**src/rtl/stn2tft_pkg.sv**
```systemverilog
// Shared definitions for the STN-to-TFT bridge: frame RAM geometry,
// default panel size, capture FSM states and the write-buffer entry type.
package stn2tft_pkg;

    localparam int unsigned RAM_AW      = 13;
    localparam int unsigned RAM_BYTES   = 6144;
    localparam int unsigned H_BYTES_DEF = 40;
    localparam int unsigned V_LINES_DEF = 150;

    typedef enum logic {
        WAIT_FRAME = 1'b0,
        CAPTURE    = 1'b1
    } cap_state_t;

    typedef struct packed {
        logic [RAM_AW-1:0] addr;
        logic [7:0]        data;
    } wr_entry_t;

endpackage

```
**src/rtl/stn_cap_fifo.sv**
```systemverilog
// Synchronous write buffer between the capture FSM and the frame RAM arbiter.
// Simultaneous push and pop while full are both honoured.
module stn_cap_fifo
    import stn2tft_pkg::*;
#(
    parameter int unsigned DEPTH = 4
) (
    input  logic      clk,
    input  logic      rst,
    input  logic      push,
    input  wr_entry_t push_entry,
    input  logic      pop,
    output wr_entry_t head,
    output logic      full,
    output logic      empty
);

    localparam int unsigned PW = $clog2(DEPTH);

    wr_entry_t     mem [DEPTH];
    logic [PW:0]   wr_ptr;
    logic [PW:0]   rd_ptr;
    logic          do_push;
    logic          do_pop;

    assign empty   = (wr_ptr == rd_ptr);
    assign full    = (wr_ptr[PW] != rd_ptr[PW]) && (wr_ptr[PW-1:0] == rd_ptr[PW-1:0]);
    assign do_pop  = pop && !empty;
    assign do_push = push && (!full || do_pop);
    assign head    = mem[rd_ptr[PW-1:0]];

    always_ff @(posedge clk) begin
        if (rst) begin
            wr_ptr <= '0;
            rd_ptr <= '0;
            for (int unsigned i = 0; i < DEPTH; i++) begin
                mem[i] <= '0;
            end
        end else begin
            if (do_push) begin
                mem[wr_ptr[PW-1:0]] <= push_entry;
                wr_ptr              <= wr_ptr + 1'b1;
            end
            if (do_pop) begin
                rd_ptr <= rd_ptr + 1'b1;
            end
        end
    end

endmodule

```
**src/rtl/stn_capture.sv**
```systemverilog
// STN panel capture front-end: samples FPFRAME/FPLINE/FPSHIFT/FPDAT, packs
// nibble pairs into frame RAM writes. Define STN_CAP_SYNC_EN for 2-flop input sync.
module stn_capture
    import stn2tft_pkg::*;
#(
    parameter int unsigned H_BYTES    = H_BYTES_DEF,
    parameter int unsigned V_LINES    = V_LINES_DEF,
    parameter int unsigned FIFO_DEPTH = 4
) (
    input  logic              clk,
    input  logic              rst,
    input  logic              stn_fpframe,
    input  logic              stn_fpline,
    input  logic              stn_fpshift,
    input  logic [3:0]        stn_fpdat,
    output logic              wr_req,
    output logic [RAM_AW-1:0] wr_addr,
    output logic [7:0]        wr_data,
    input  logic              wr_ack,
    output logic              frame_start,
    output logic              capturing,
    output logic              ovf,
    output logic              fmt_err,
    input  logic              err_clr
);

    localparam logic [RAM_AW-1:0] H_BYTES_W = RAM_AW'(H_BYTES);
    localparam logic [RAM_AW-1:0] V_LINES_W = RAM_AW'(V_LINES);

    logic [6:0] pins;
    logic [6:0] sync;
    logic [2:0] prev_ctl;

    assign pins = {stn_fpframe, stn_fpline, stn_fpshift, stn_fpdat};

`ifdef STN_CAP_SYNC_EN
    logic [6:0] meta;

    always_ff @(posedge clk) begin
        if (rst) begin
            meta <= '0;
            sync <= '0;
        end else begin
            meta <= pins;
            sync <= meta;
        end
    end
`else
    always_ff @(posedge clk) begin
        if (rst) begin
            sync <= '0;
        end else begin
            sync <= pins;
        end
    end
`endif

    always_ff @(posedge clk) begin
        if (rst) begin
            prev_ctl <= '0;
        end else begin
            prev_ctl <= sync[6:4];
        end
    end

    logic       fall_shift;
    logic       rise_line;
    logic       rise_frame;
    logic [3:0] nibble;

    assign fall_shift = prev_ctl[0] && !sync[4];
    assign rise_line  = sync[5] && !prev_ctl[1];
    assign rise_frame = sync[6] && !prev_ctl[2];
    assign nibble     = sync[3:0];

    cap_state_t        state;
    logic [RAM_AW-1:0] line;
    logic [RAM_AW-1:0] line_base;
    logic [RAM_AW-1:0] byte_idx;
    logic              half;
    logic [3:0]        data_hi;
    logic              push_q;
    wr_entry_t         push_entry;

    logic              active;
    logic              sh_push;
    logic              fmt_set;
    logic              n_half;
    logic [RAM_AW-1:0] n_idx;
    logic [3:0]        n_hi;

    // Shift is resolved first so a nibble arriving with the line pulse still
    // belongs to the ending line; a frame pulse discards both.
    always_comb begin
        active  = (state == CAPTURE) && !rise_frame;
        sh_push = 1'b0;
        fmt_set = 1'b0;
        n_half  = half;
        n_idx   = byte_idx;
        n_hi    = data_hi;
        if (active && fall_shift) begin
            if (!half) begin
                n_hi   = nibble;
                n_half = 1'b1;
            end else begin
                n_half = 1'b0;
                if (byte_idx < H_BYTES_W) begin
                    sh_push = 1'b1;
                    n_idx   = byte_idx + 1'b1;
                end else begin
                    fmt_set = 1'b1;
                end
            end
        end
        if (active && rise_line && n_half) begin
            fmt_set = 1'b1;
        end
    end

    wr_entry_t head;
    logic      fifo_full;
    logic      fifo_empty;
    logic      pop;
    logic      ovf_set;

    assign pop     = wr_ack && !fifo_empty;
    assign ovf_set = push_q && fifo_full && !pop;

    always_ff @(posedge clk) begin
        if (rst) begin
            state       <= WAIT_FRAME;
            line        <= '0;
            line_base   <= '0;
            byte_idx    <= '0;
            half        <= 1'b0;
            data_hi     <= '0;
            push_q      <= 1'b0;
            push_entry  <= '0;
            frame_start <= 1'b0;
            ovf         <= 1'b0;
            fmt_err     <= 1'b0;
        end else begin
            frame_start <= 1'b0;
            push_q      <= 1'b0;
            if (rise_frame) begin
                state       <= CAPTURE;
                line        <= '0;
                line_base   <= '0;
                byte_idx    <= '0;
                half        <= 1'b0;
                frame_start <= 1'b1;
            end else if (state == CAPTURE) begin
                half            <= n_half;
                byte_idx        <= n_idx;
                data_hi         <= n_hi;
                push_q          <= sh_push;
                push_entry.addr <= line_base + byte_idx;
                push_entry.data <= {data_hi, nibble};
                if (rise_line) begin
                    half      <= 1'b0;
                    byte_idx  <= '0;
                    line_base <= line_base + H_BYTES_W;
                    line      <= line + 1'b1;
                    if (line + 1'b1 == V_LINES_W) begin
                        state <= WAIT_FRAME;
                    end
                end
            end

            if (ovf_set) begin
                ovf <= 1'b1;
            end else if (err_clr) begin
                ovf <= 1'b0;
            end
            if (fmt_set) begin
                fmt_err <= 1'b1;
            end else if (err_clr) begin
                fmt_err <= 1'b0;
            end
        end
    end

    assign capturing = (state == CAPTURE);

    stn_cap_fifo #(
        .DEPTH (FIFO_DEPTH)
    ) u_fifo (
        .clk        (clk),
        .rst        (rst),
        .push       (push_q),
        .push_entry (push_entry),
        .pop        (pop),
        .head       (head),
        .full       (fifo_full),
        .empty      (fifo_empty)
    );

    assign wr_req  = !fifo_empty;
    assign wr_addr = head.addr;
    assign wr_data = head.data;

endmodule
```
**config.mk**
```make
export PLATFORM = sky130hd
export DESIGN_NAME = stn_capture
export DESIGN_NICKNAME = d
export VERILOG_FILES = /design/src/rtl/stn2tft_pkg.sv /design/src/rtl/stn_cap_fifo.sv /design/src/rtl/stn_capture.sv
export SDC_FILE = /design/constraint.sdc
export NUM_CORES = 1
export LEC_CHECK = 0
export ABC_CLOCK_PERIOD_IN_PS = 2200
export BUFFER_PORTS_ARGS = -buffer_cell sky130_fd_sc_hd__buf_2
export CAP_MARGIN = 20
export CORE_ASPECT_RATIO = 0.75
export CORE_UTILIZATION = 55
export CTS_BUF_LIST = sky130_fd_sc_hd__clkbuf_8
export DETAILED_ROUTE_END_ITERATION = 8
export PLACE_DENSITY = 0.76
export SYNTH_ARGS = -nofsm -noshare
export SYNTH_HDL_FRONTEND = slang
export SYNTH_SLANG_ARGS = --single-unit
```
**constraint.sdc**
```tcl
create_clock -name clk -period 2.2 [get_ports clk]
set_clock_uncertainty 0.1 [all_clocks]
set_input_delay 0 -clock clk [delete_from_list [all_inputs] [get_ports clk]]
set_output_delay 0 -clock clk [all_outputs]
set_load 0.01 [all_outputs]
```
==> parameters.txt, run 1 <==
Parameter                              Value

Setup path
  Critical Path Sink Type ... flip-flop
  Crit-path slowest cell ... sky130_fd_sc_hd__a2111oi_2
  Crit-path max cell delay ... 0.40 ns
  Worst Setup Path Type ... reg -> reg
  Startpoint types ... flip-flop
  List of cells traversed by the critical path ... ha_1 -> fa_2 -> a21oi_2 -> o21ai_1 -> a2111oi_2 -> nor3_1 -> nand3b_1
  Maximum fanout encountered on the critical timing path ... 2
  Required @ worst endpoint ... 2.45 ns
  Worst path arrival time ... approximately 2.3 ns

Drt
  First DRT Iteration DRCs ... 342
  Final antenna-violating net count ... 0
  DR WL met3 ... 642 um
  Top Layer Used ... met4
  Routed WL per cell ... 16.6 um
  Detailed Routing Iterations Pass 1 ... 5
  Met2 wire length ... 7240 um
  Residual DRC count ... 0
  Drt total wl ... 14900 um
  Met1 wire length ... just under 7000 um
  Post-detailed-route via-to-cell ratio ... 5.60
  DR vias ... 5038

Synth
  Primary flip-flop cell chosen by synthesis mapping ... sky130_fd_sc_hd__dfxtp_1
  Most frequent cell after synthesis ... sky130_fd_sc_hd__dfxtp_1
  Post-synthesis instance total ... 647
  Netlist area before placement ... 7450 um^2
  Number of synthesized register bits ... 169
  Most instantiated cells after synthesis ... sky130_fd_sc_hd__dfxtp_1, sky130_fd_sc_hd__edfxtp_1, sky130_fd_sc_hd__and2_1, sky130_fd_sc_hd__nand2_1, sky130_fd_sc_hd__and2_2
  Post-synthesis sequential area ratio ... a little under three fifths
  Post-synthesis async set-or-reset flop share ... 0%
  Number of warnings issued by yosys ... 0
  Unique masters post-synth ... 50
  Yosys top cell area share ... roughly 34%
  Post-synthesis net count ... 674
  Number of enable flip-flop cells after synthesis ... 84
  Mean post-synth cell area ... 11.5 um^2
  Dominant cells by area after synthesis ... sky130_fd_sc_hd__edfxtp_1, sky130_fd_sc_hd__dfxtp_1, sky130_fd_sc_hd__mux4_2
  Synth area leader ... sky130_fd_sc_hd__edfxtp_1

Clock network
  Clock transition at the registers of the reported paths ... 0.09 ns
  Clock Tree Buf Depth ... 2
  H-Tree Depth ... 4
  Clock network latency to the later pin of the worst-skew pair ... around 0.45 ns
  Post-CTS setup buffer count ... 0
  Clock root buffer master ... sky130_fd_sc_hd__clkbuf_8
  Clock buffers created by TritonCTS ... 17
  CTS tree ... built
  CTS sink cnt ... ~170

STA
  Endpoints failing hold ... 0
  Post-route clock period utilization ... a little over nine tenths
  Tightest Pin Transition ... 0.714 ns
  Fmax achieved ... 479 MHz
  Worst slew margin relative to its limit ... a little over half
  Final-report max-slew violation count ... 0
  Tmin final ... 2.09 ns
  Final setup viols ... 0
  Minimum hold slack ... 0.224 ns

Global routing
  Vias in the first global route ... 4900
  Initial antenna violation count ... 0
  Grt ovf ... 0
  Maximum number of pins on one net before global-route repair ... 26
  GRT Total Usage ... 23.0%
  Global-route wire length before repair ... 24400 um

Placement
  Detailed placer's ending HPWL ... 9740 um
  Buffers added on ports ... 36
  Inst Count DP ... roughly 850
  Final weighted congestion of routability-driven global placement ... 0.841

Die
  Width of the die ... 136 um
  Top-level port count ... 37
  Core region area ... 13100 um^2
  Effective utilization at floorplan ... 56.9%
  Floorplan row count ... 36
  Die area ... 14000 um^2
  Die Ht ... a little over 100 um

Pwr
  Peak supply drop ... 0.470 mV
  Switch Pwr ... 1.34 mW
  Switching part of the total power ... 23.5%
  Cell internal power dissipation ... about 4.4 mW
  Power after layout ... 5.72 mW
  Cell Pwr Density ... 667 nW/um^2
  Leakage power total ... approximately 3.2 nW
  Combinational group share of total power ... slightly above 4%
  Clk network pwr share ... 36.6%
  Relative contribution of sequential cells to total power ... 59.3%

Status
  Outcome ... completed

Layout
  Signed area change from the synthesized netlist to the final layout ... 15.1%
  Proportion of layout cells with a drive suffix above 1 ... approximately 25%
  Count of antenna diodes in the layout ... 0
  Post-Route Utilization ... between 60% and 70%
  # nets final ... 742
  Post-route insts no fill ... 899

Hold path
  Path type of the worst min-delay path ... in -> reg

Run
  Max cap viols ... 0
==> flip-flops by register name (all words and copies together) (netlist names), named ones only <==
name	cells
u_fifo.mem	84
push_entry	21
byte_idx	13
line	13
line_base	10
sync	7
data_hi	4
prev_ctl	3
u_fifo.rd_ptr	3
u_fifo.wr_ptr	3
capturing	1
fmt_err	1
frame_start	1
half	1
ovf	1
push_q	1
==> critical path, delay by kind of cell, from the launching register on <==
family / cells / cell delay [ns]
flops: 1 / 0.33
compound gates: 3 / 0.70
fa+ha+maj: 2 / 0.60
simple gates: 2 / 0.25
==> power groups by stage <==
stage	logic, mW	clock network [mW]	registers, mW
floorplan	0.125	0	3.45
global placement	0.210	0	3.46
detailed placement	0.216	0	3.46
CTS	0.235	2.12	3.39
global route	0.255	2.26	3.40
finish	0.234	2.09	3.39
==> cell type report <==
cell class | instances | area, um^2
multi-input cells | 435 | 3110
well taps | 171 | 214
clock buffers | 17 | 234
flip-flops and latches | 169 | 4230
repair buffers | 83 | 621
fillers | 985 | 4530
clock inverters | 15 | 141
inverters | 9 | 33.8
==> cell usage in the layout, fill, tap and decap left out, types with 7 or more instances in the layout <==
master / instances
sky130_fd_sc_hd__buf_2: 36
sky130_fd_sc_hd__ha_1: 15
sky130_fd_sc_hd__buf_4: 28
sky130_fd_sc_hd__edfxtp_1: 84
sky130_fd_sc_hd__nand2b_1: 8
sky130_fd_sc_hd__nand2_1: 48
sky130_fd_sc_hd__xnor2_1: 9
sky130_fd_sc_hd__inv_1: 9
sky130_fd_sc_hd__nand3_1: 15
sky130_fd_sc_hd__and2_2: 42
sky130_fd_sc_hd__a21oi_1: 35
sky130_fd_sc_hd__and2_1: 48
sky130_fd_sc_hd__nor2b_1: 17
sky130_fd_sc_hd__nor2_1: 41
sky130_fd_sc_hd__a41oi_1: 7
sky130_fd_sc_hd__clkbuf_8: 17
sky130_fd_sc_hd__o21ai_0: 30
sky130_fd_sc_hd__dfxtp_1: 82
sky130_fd_sc_hd__nor3_1: 7
sky130_fd_sc_hd__xor2_1: 16
sky130_fd_sc_hd__mux4_2: 21
sky130_fd_sc_hd__dlygate4sd3_1: 15
==> timing repair <==
action                                  4_1_cts  5_1_grt
hold endpoints to repair                     31        0
endpoints found under the setup margin        1        3
pin swaps                                     0        1
hold buffers                                 15        0
resized for setup                             2        6
==> routing by layer <==
metal,vias to the layer above,global-route usage (%)
met1,2445,30.3
li1,2455,-
met2,123,38.1
met3,15,5.01
met5,-,0
met4,0,7.61
==> logic make-up (layout without fill, tap and decap cells) <==
logic type / Yosys count / after routing / share of synthesized area, %
flip-flops: 169 / 169 / 56.7
multiplexers: 26 / 26 / 7.02
buffers and inverters: 43 / 124 / 2.25
AND/OR/NAND/NOR: 264 / 264 / 19.8
XOR/XNOR: 25 / 25 / 2.94
adder cells (fa/ha/maj): 16 / 16 / 2.79
AO/OA/AOI/OAI: 104 / 104 / 8.53
==> worst paths after layout <==
kind / from / to / slack, ns / depth (start not counted)
worst min register to register: sync[2]$_SDFF_PP0_ / push_entry[2]$_SDFFE_PP0P_ / 0.35 / 2
worst max-delay path: line_base[3]$_SDFFE_PP0P_ / push_entry[19]$_SDFFE_PP0P_ / 0.11 / 7
worst min-delay path: stn_fpdat[3] / sync[3]$_SDFF_PP0_ / 0.22 / 3
worst max register to register: line_base[3]$_SDFFE_PP0P_ / push_entry[19]$_SDFFE_PP0P_ / 0.11 / 7
==> per-stage QoR <==
stage	worst slack, ns	TNS [ns]	cell area, um^2
floorplan	0.0541	0	7470
global placement	-0.00647	-0.00647	8030
detailed placement	-0.0823	-0.0823	8040
CTS	0.0539	0	8570
global route	-0.0307	-0.0307	8580
finish	0.114	0	8580
Power figures use the tool's default switching activity.
==> inputs of run 2 (changes only) <==
--- a/config.mk
+++ b/config.mk
@@ -13,6 +13,7 @@
 export CTS_BUF_LIST = sky130_fd_sc_hd__clkbuf_8
 export DETAILED_ROUTE_END_ITERATION = 8
 export PLACE_DENSITY = 0.76
+export RECOVER_POWER = 100
 export SYNTH_ARGS = -nofsm -noshare
 export SYNTH_HDL_FRONTEND = slang
 export SYNTH_SLANG_ARGS = --single-unit
==> run 2 against run 1 <==
  * Core utilization is 0.12 points lower
  * Maximum frequency is 0.18% higher
  * Sequential power hardly changed
  * Sequential share of layout area is 0.094 points higher
  * Wire length is 0.14% higher
  * Cell area is 0.19% lower
  * Die area stayed put
  * Hold slack better by 0.0028 ns
  * Clock power hardly changed
  * Critical path type unchanged
  * Largest cell class unchanged
  * Largest power group unchanged
  * Highest routed layer unchanged
==> parameters.txt, run 2 (synthesized netlist as in run 1, its figures left out) <==
Parameter                              Value

Drt
  Final antenna-violating net count ... 0
  Routed WL per cell ... 16.6 um
  Post-detailed-route via-to-cell ratio ... 5.60
  First DRT Iteration DRCs ... 363
  DR vias ... 5037
  Detailed Routing Iterations Pass 1 ... 5
  Residual DRC count ... 0
  Drt total wl ... between 10000 and 15000 um

Setup path
  Startpoint types ... flip-flop
  Required @ worst endpoint ... 2.45 ns
  Worst path arrival time ... 2.33 ns
  Maximum fanout encountered on the critical timing path ... 2
  Worst Setup Path Type ... reg -> reg
  Critical Path Sink Type ... flip-flop

Die
  Top-level port count ... 37
  Die area ... 14000 um^2
  Floorplan row count ... 36
  Die Ht ... 103 um
  Width of the die ... 136 um
  Effective utilization at floorplan ... between 50% and 60%
  Core region area ... about 13000 um^2

STA
  Post-route clock period utilization ... 94.7%
  Worst slew margin relative to its limit ... 33.2%
  Minimum hold slack ... 0.226 ns
  Final Worst Setup Slack ... ~0.12 ns
  Final setup viols ... 0
  Tmin final ... ~2.1 ns
  Final-report max-slew violation count ... 0
  Endpoints failing hold ... 0
  Final setup TNS ... 0 ns
  Tightest Pin Transition ... 1.00 ns
  Fmax achieved ... just under 500 MHz

Pwr
  Peak supply drop ... ~0.47 mV
  Leakage power total ... 3.21 nW
  Power after layout ... 5.71 mW
  Cell Pwr Density ... between 600 and 700 nW/um^2

Clock network
  Clock Tree Buf Depth ... 2
  Clock root buffer master ... sky130_fd_sc_hd__clkbuf_8
  Clock buffers created by TritonCTS ... 17
  Post-CTS setup buffer count ... 0
  H-Tree Depth ... 4
  CTS sink cnt ... 169
  Clock transition at the registers of the reported paths ... 0.09 ns
  Clock network latency to the later pin of the worst-skew pair ... roughly 0.45 ns
  CTS tree ... built

Layout
  Largest register by flop count ... u_fifo.mem
  Number of flip-flops in the largest register ... 84
  Proportion of layout cells with a drive suffix above 1 ... 23.6%
  # nets final ... 742
  Highest-count cells in the layout ignoring fill and taps ... sky130_fd_sc_hd__edfxtp_1, sky130_fd_sc_hd__dfxtp_1, sky130_fd_sc_hd__nand2_1
  Finished layout cell area ... 8560 um^2
  Commonest non-fill, non-tap cell in the layout ... sky130_fd_sc_hd__edfxtp_1
  Filler instances ... 993
  Signed area change from the synthesized netlist to the final layout ... 14.9%
  Regs by FF count ... u_fifo.mem: 84 flops, push_entry: 21 flops
  Count of antenna diodes in the layout ... 0

Placement
  Final weighted congestion of routability-driven global placement ... 0.841
  Buffers added on ports ... 36
  Detailed placer's ending HPWL ... roughly 9700 um
  Worst Setup Slack post-DPL ... -0.0823 ns
  Instance area at placement ... about 8000 um^2

Global routing
  Initial antenna violation count ... 0
  Maximum number of pins on one net before global-route repair ... 26
  Global-route wire length before repair ... 24400 um
  Vias in the first global route ... 4900
  Grt ovf ... 0
  GRT Total Usage ... 23.0%

Run
  Max cap viols ... 0

Status
  Outcome ... completed

Hold path
  Path type of the worst min-delay path ... in -> reg
-- run 2: changes by cell type in the layout (fill, tap and decap cells not counted), sizes merged --
cell,change
buf,-7
clkbuf,+7
-- run 2: critical path, cell delays in order, from the launching register on --
cell and delay, ns:
sky130_fd_sc_hd__dfxtp_1 0.33, sky130_fd_sc_hd__ha_1 0.24, sky130_fd_sc_hd__fa_2 0.36, sky130_fd_sc_hd__a21oi_2 0.18
sky130_fd_sc_hd__o21ai_1 0.12, sky130_fd_sc_hd__a2111oi_2 0.40, sky130_fd_sc_hd__nor3_1 0.10, sky130_fd_sc_hd__nand3b_1 0.15
-- run 2: power by group --
group	total [mW]	switching [mW]	internal, mW	leakage [nW]
clock	2.09	1.18	0.914	0.176
sequential	3.39	0.0296	3.36	1.55
combinational	0.231	0.134	0.0966	1.48
-- run 2: stage by stage --
step	utilization [%]	std cells
3_3_place_gp	61.3	851
3_5_place_dp	61.3	852
4_1_cts	65.4	899
2_1_floorplan	-	647
5_1_grt	65.3	899
6_report	65.3	899
-- run 2: timing repair --
| action | in CTS | in global routing |
|---|---|---|
| hold buffers | 15 | 0 |
| pin swaps | 0 | 1 |
| gates resized for setup | 2 | 6 |
| hold endpoints to repair | 31 | 0 |
| setup endpoints to repair | 1 | 3 |
-- run 2: layout make-up --
type	instances	area, um^2	area share [%]
clock buffers	17	234	2.73
flip-flops and latches	169	4230	49.4
well taps	171	214	2.50
inverters	9	33.8	0.395
clock inverters	15	141	1.65
multi-input cells	435	3110	36.3
repair buffers	83	604	7.06
-- run 2: worst paths after layout --
path	from	end	slack [ns]	cells after the start
min	stn_fpdat[3]	sync[3]$_SDFF_PP0_	0.23	3
min reg2reg	sync[2]$_SDFF_PP0_	push_entry[2]$_SDFFE_PP0P_	0.35	2
max reg2reg	line_base[3]$_SDFFE_PP0P_	push_entry[19]$_SDFFE_PP0P_	0.12	7
max	line_base[3]$_SDFFE_PP0P_	push_entry[19]$_SDFFE_PP0P_	0.12	7
-- run 2: routing by layer --
layer	wire, um	share of wire, %	global-route usage, %
met5	0	0	0
met4	140	0.94	7.61
met3	711	4.8	5.01
met2	7300	49	38.1
met1	6790	45	30.3
==> inputs of run 3 (changes only) <==
--- a/config.mk
+++ b/config.mk
@@ -5,14 +5,14 @@
 export SDC_FILE = /design/constraint.sdc
 export NUM_CORES = 1
 export LEC_CHECK = 0
-export ABC_CLOCK_PERIOD_IN_PS = 2200
+export ABC_CLOCK_PERIOD_IN_PS = 2000
 export BUFFER_PORTS_ARGS = -buffer_cell sky130_fd_sc_hd__buf_2
 export CAP_MARGIN = 20
 export CORE_ASPECT_RATIO = 0.75
 export CORE_UTILIZATION = 55
 export CTS_BUF_LIST = sky130_fd_sc_hd__clkbuf_8
 export DETAILED_ROUTE_END_ITERATION = 8
-export PLACE_DENSITY = 0.76
+export PLACE_DENSITY = 0.73
 export RECOVER_POWER = 100
 export SYNTH_ARGS = -nofsm -noshare
 export SYNTH_HDL_FRONTEND = slang
==> constraint.sdc (replaced) <==
create_clock -name clk -period 2 [get_ports clk]
set_clock_uncertainty 0.1 [all_clocks]
set_input_delay 0 -clock clk [delete_from_list [all_inputs] [get_ports clk]]
set_output_delay 0 -clock clk [all_outputs]
set_load 0.01 [all_outputs]
==> run 3 against run 2 <==
  * Sequential power up 10%
  * Highest routed layer unchanged
  * Setup slack got worse by 0.14 ns
  * Maximum frequency is 3.1% higher
  * Largest power group unchanged
  * Count of clock-buffer cells in the layout increased by 2
  * Cell area grew 4.0%
  * Die area stayed put
  * Non-clock buffer count rose by 23
  * Largest cell class unchanged
  * Register-to-register slack got worse by 0.14 ns
  * The run now ends with negative setup slack left
  * Core utilization up 2.6 points
  * Clock power up 14%
==> parameters.txt, run 3 (synthesized netlist as in run 1, its figures left out) <==
Parameter                              Value

STA
  Final-report max-slew violation count ... 0
  RSZ-0062 raised after global routing ... yes
  Final setup viols ... 1
  Tmin final ... 2.02 ns
  Fmax achieved ... 495 MHz
  Tightest Pin Transition ... 0.603 ns
  Post-route clock period utilization ... 101%
  Worst slew margin relative to its limit ... between 50% and 60%
  Endpoints failing hold ... 0
  Final Worst Setup Slack ... -0.0193 ns
  Final setup TNS ... -0.0193 ns

Layout
  # nets final ... 768
  Count of antenna diodes in the layout ... 0
  Finished layout cell area ... 8910 um^2
  Post-route insts no fill ... 925
  Regs by FF count ... u_fifo.mem: 84 flops, push_entry: 21 flops
  Signed area change from the synthesized netlist to the final layout ... 19.5%
  Number of flip-flops in the largest register ... 84
  Proportion of layout cells with a drive suffix above 1 ... 27.9%
  Commonest non-fill, non-tap cell in the layout ... sky130_fd_sc_hd__edfxtp_1
  Largest register by flop count ... u_fifo.mem
  Highest-count cells in the layout ignoring fill and taps ... sky130_fd_sc_hd__edfxtp_1, sky130_fd_sc_hd__dfxtp_1, sky130_fd_sc_hd__nand2_1

Setup path
  Cell family with the largest share of critical-path delay ... compound AO/OA/AOI/OAI gates
  Worst path buffer plus inverter count ... 0
  Maximum fanout encountered on the critical timing path ... 2
  Required @ worst endpoint ... 2.25 ns
  Worst Setup Path Type ... reg -> reg
  Critical Path Sink Type ... flip-flop
  List of cells traversed by the critical path ... ha_4 -> fa_2 -> a21oi_4 -> o21ai_4 -> a2111oi_4 -> nor3_1 -> nand3b_1
  Crit-path slowest cell ... sky130_fd_sc_hd__a2111oi_4
  Crit-path max cell delay ... roughly 0.40 ns
  Startpoint types ... flip-flop
  Worst path arrival time ... roughly 2.3 ns
  Worst-case register-to-register setup slack ... -0.02 ns

Placement
  Inst Count DP ... approximately 870
  Worst Setup Slack post-DPL ... -0.136 ns
  Buffers added on ports ... 36
  Instance area at placement ... 8220 um^2
  Detailed placer's ending HPWL ... 10400 um
  Final weighted congestion of routability-driven global placement ... a little over 0.8

Global routing
  Vias in the first global route ... 5102
  Global-route wire length before repair ... 25500 um
  Initial antenna violation count ... 0
  Grt ovf ... 0
  GRT Total Usage ... 24.3%
  Maximum number of pins on one net before global-route repair ... 59

Pwr
  Power after layout ... ~6.4 mW
  Cell Pwr Density ... 719 nW/um^2
  Peak supply drop ... approximately 0.58 mV
  Leakage power total ... 3.37 nW

Die
  Die area ... around 14000 um^2
  Core region area ... 13100 um^2
  Width of the die ... approximately 140 um
  Effective utilization at floorplan ... 56.9%
  Die Ht ... 103 um
  Floorplan row count ... 36
  Top-level port count ... 37

Clock network
  Clock Tree Buf Depth ... 2
  Clock root buffer master ... sky130_fd_sc_hd__clkbuf_8
  CTS tree ... built
  Clock network latency to the later pin of the worst-skew pair ... 0.46 ns
  CTS sink cnt ... 169
  Clock buffers created by TritonCTS ... 17
  H-Tree Depth ... 4
  Clock transition at the registers of the reported paths ... 0.09 ns

Drt
  Final antenna-violating net count ... 0
  Routed WL per cell ... ~18 um
  Post-detailed-route via-to-cell ratio ... roughly 5.7
  Detailed Routing Iterations Pass 1 ... 5
  First DRT Iteration DRCs ... 292
  DR vias ... 5227
  Drt total wl ... between 15000 and 20000 um
  Residual DRC count ... 0

Status
  Failing checks ... negative setup slack
  Outcome ... complete, but fails checks

Hold path
  Path type of the worst min-delay path ... reg -> reg

Run
  Max cap viols ... 0
[run 3: area by class of cell]
cell class	count	area (um^2)
Tap cell	171	214
Clock inverter	13	129
Multi-Input combinational cell	438	3260
Inverter	9	33.8
Fill cell	935	4200
Timing Repair Buffer	106	777
Sequential cell	169	4240
Clock buffer	19	262
[run 3: path summary, 6_finish.rpt]
kind                                               start                           to  depth (start not counted)
worst max-delay path            byte_idx[3]$_SDFFE_PP0P_  push_entry[19]$_SDFFE_PP0P_                          7
worst max register to register  byte_idx[3]$_SDFFE_PP0P_  push_entry[19]$_SDFFE_PP0P_                          7
worst min-delay path              prev_ctl[2]$_SDFF_PP0_       frame_start$_SDFF_PP0_                          1
worst min register to register    prev_ctl[2]$_SDFF_PP0_       frame_start$_SDFF_PP0_                          1
[run 3: where the power goes]
group / switching, mW / internal, mW
clock network: 1.22 / 1.17
logic: 0.159 / 0.121
registers: 0.0350 / 3.70
total: 1.42 / 4.98
[run 3: routing by layer]
metal  global-route usage, %  routed length (um)  part of all wire, %  vias up
met3                    4.77                 765                  4.7       16
met1                    33.0                7630                   47     2564
met2                    38.5                7730                   47      145
li1                        -                   -                    -     2502
met5                       0                   0                    0        -
met4                    9.74                 207                  1.3        0
[run 3: per-stage QoR]
stage	hold slack, ns	utilization (%)
6_report	0.331	68.0
4_1_cts	0.342	67.1
2_1_floorplan	-0.0209	-
5_1_grt	0.369	68.0
3_5_place_dp	0.119	62.7
3_3_place_gp	0.110	62.7
[run 3: repair_timing]
action,in CTS,in global routing
pin swaps,1,9
gates resized for setup,2,29
setup buffers,0,5
endpoints found under the hold margin,55,0
gates cloned,0,3
setup endpoints to repair,1,172
hold buffers,17,0
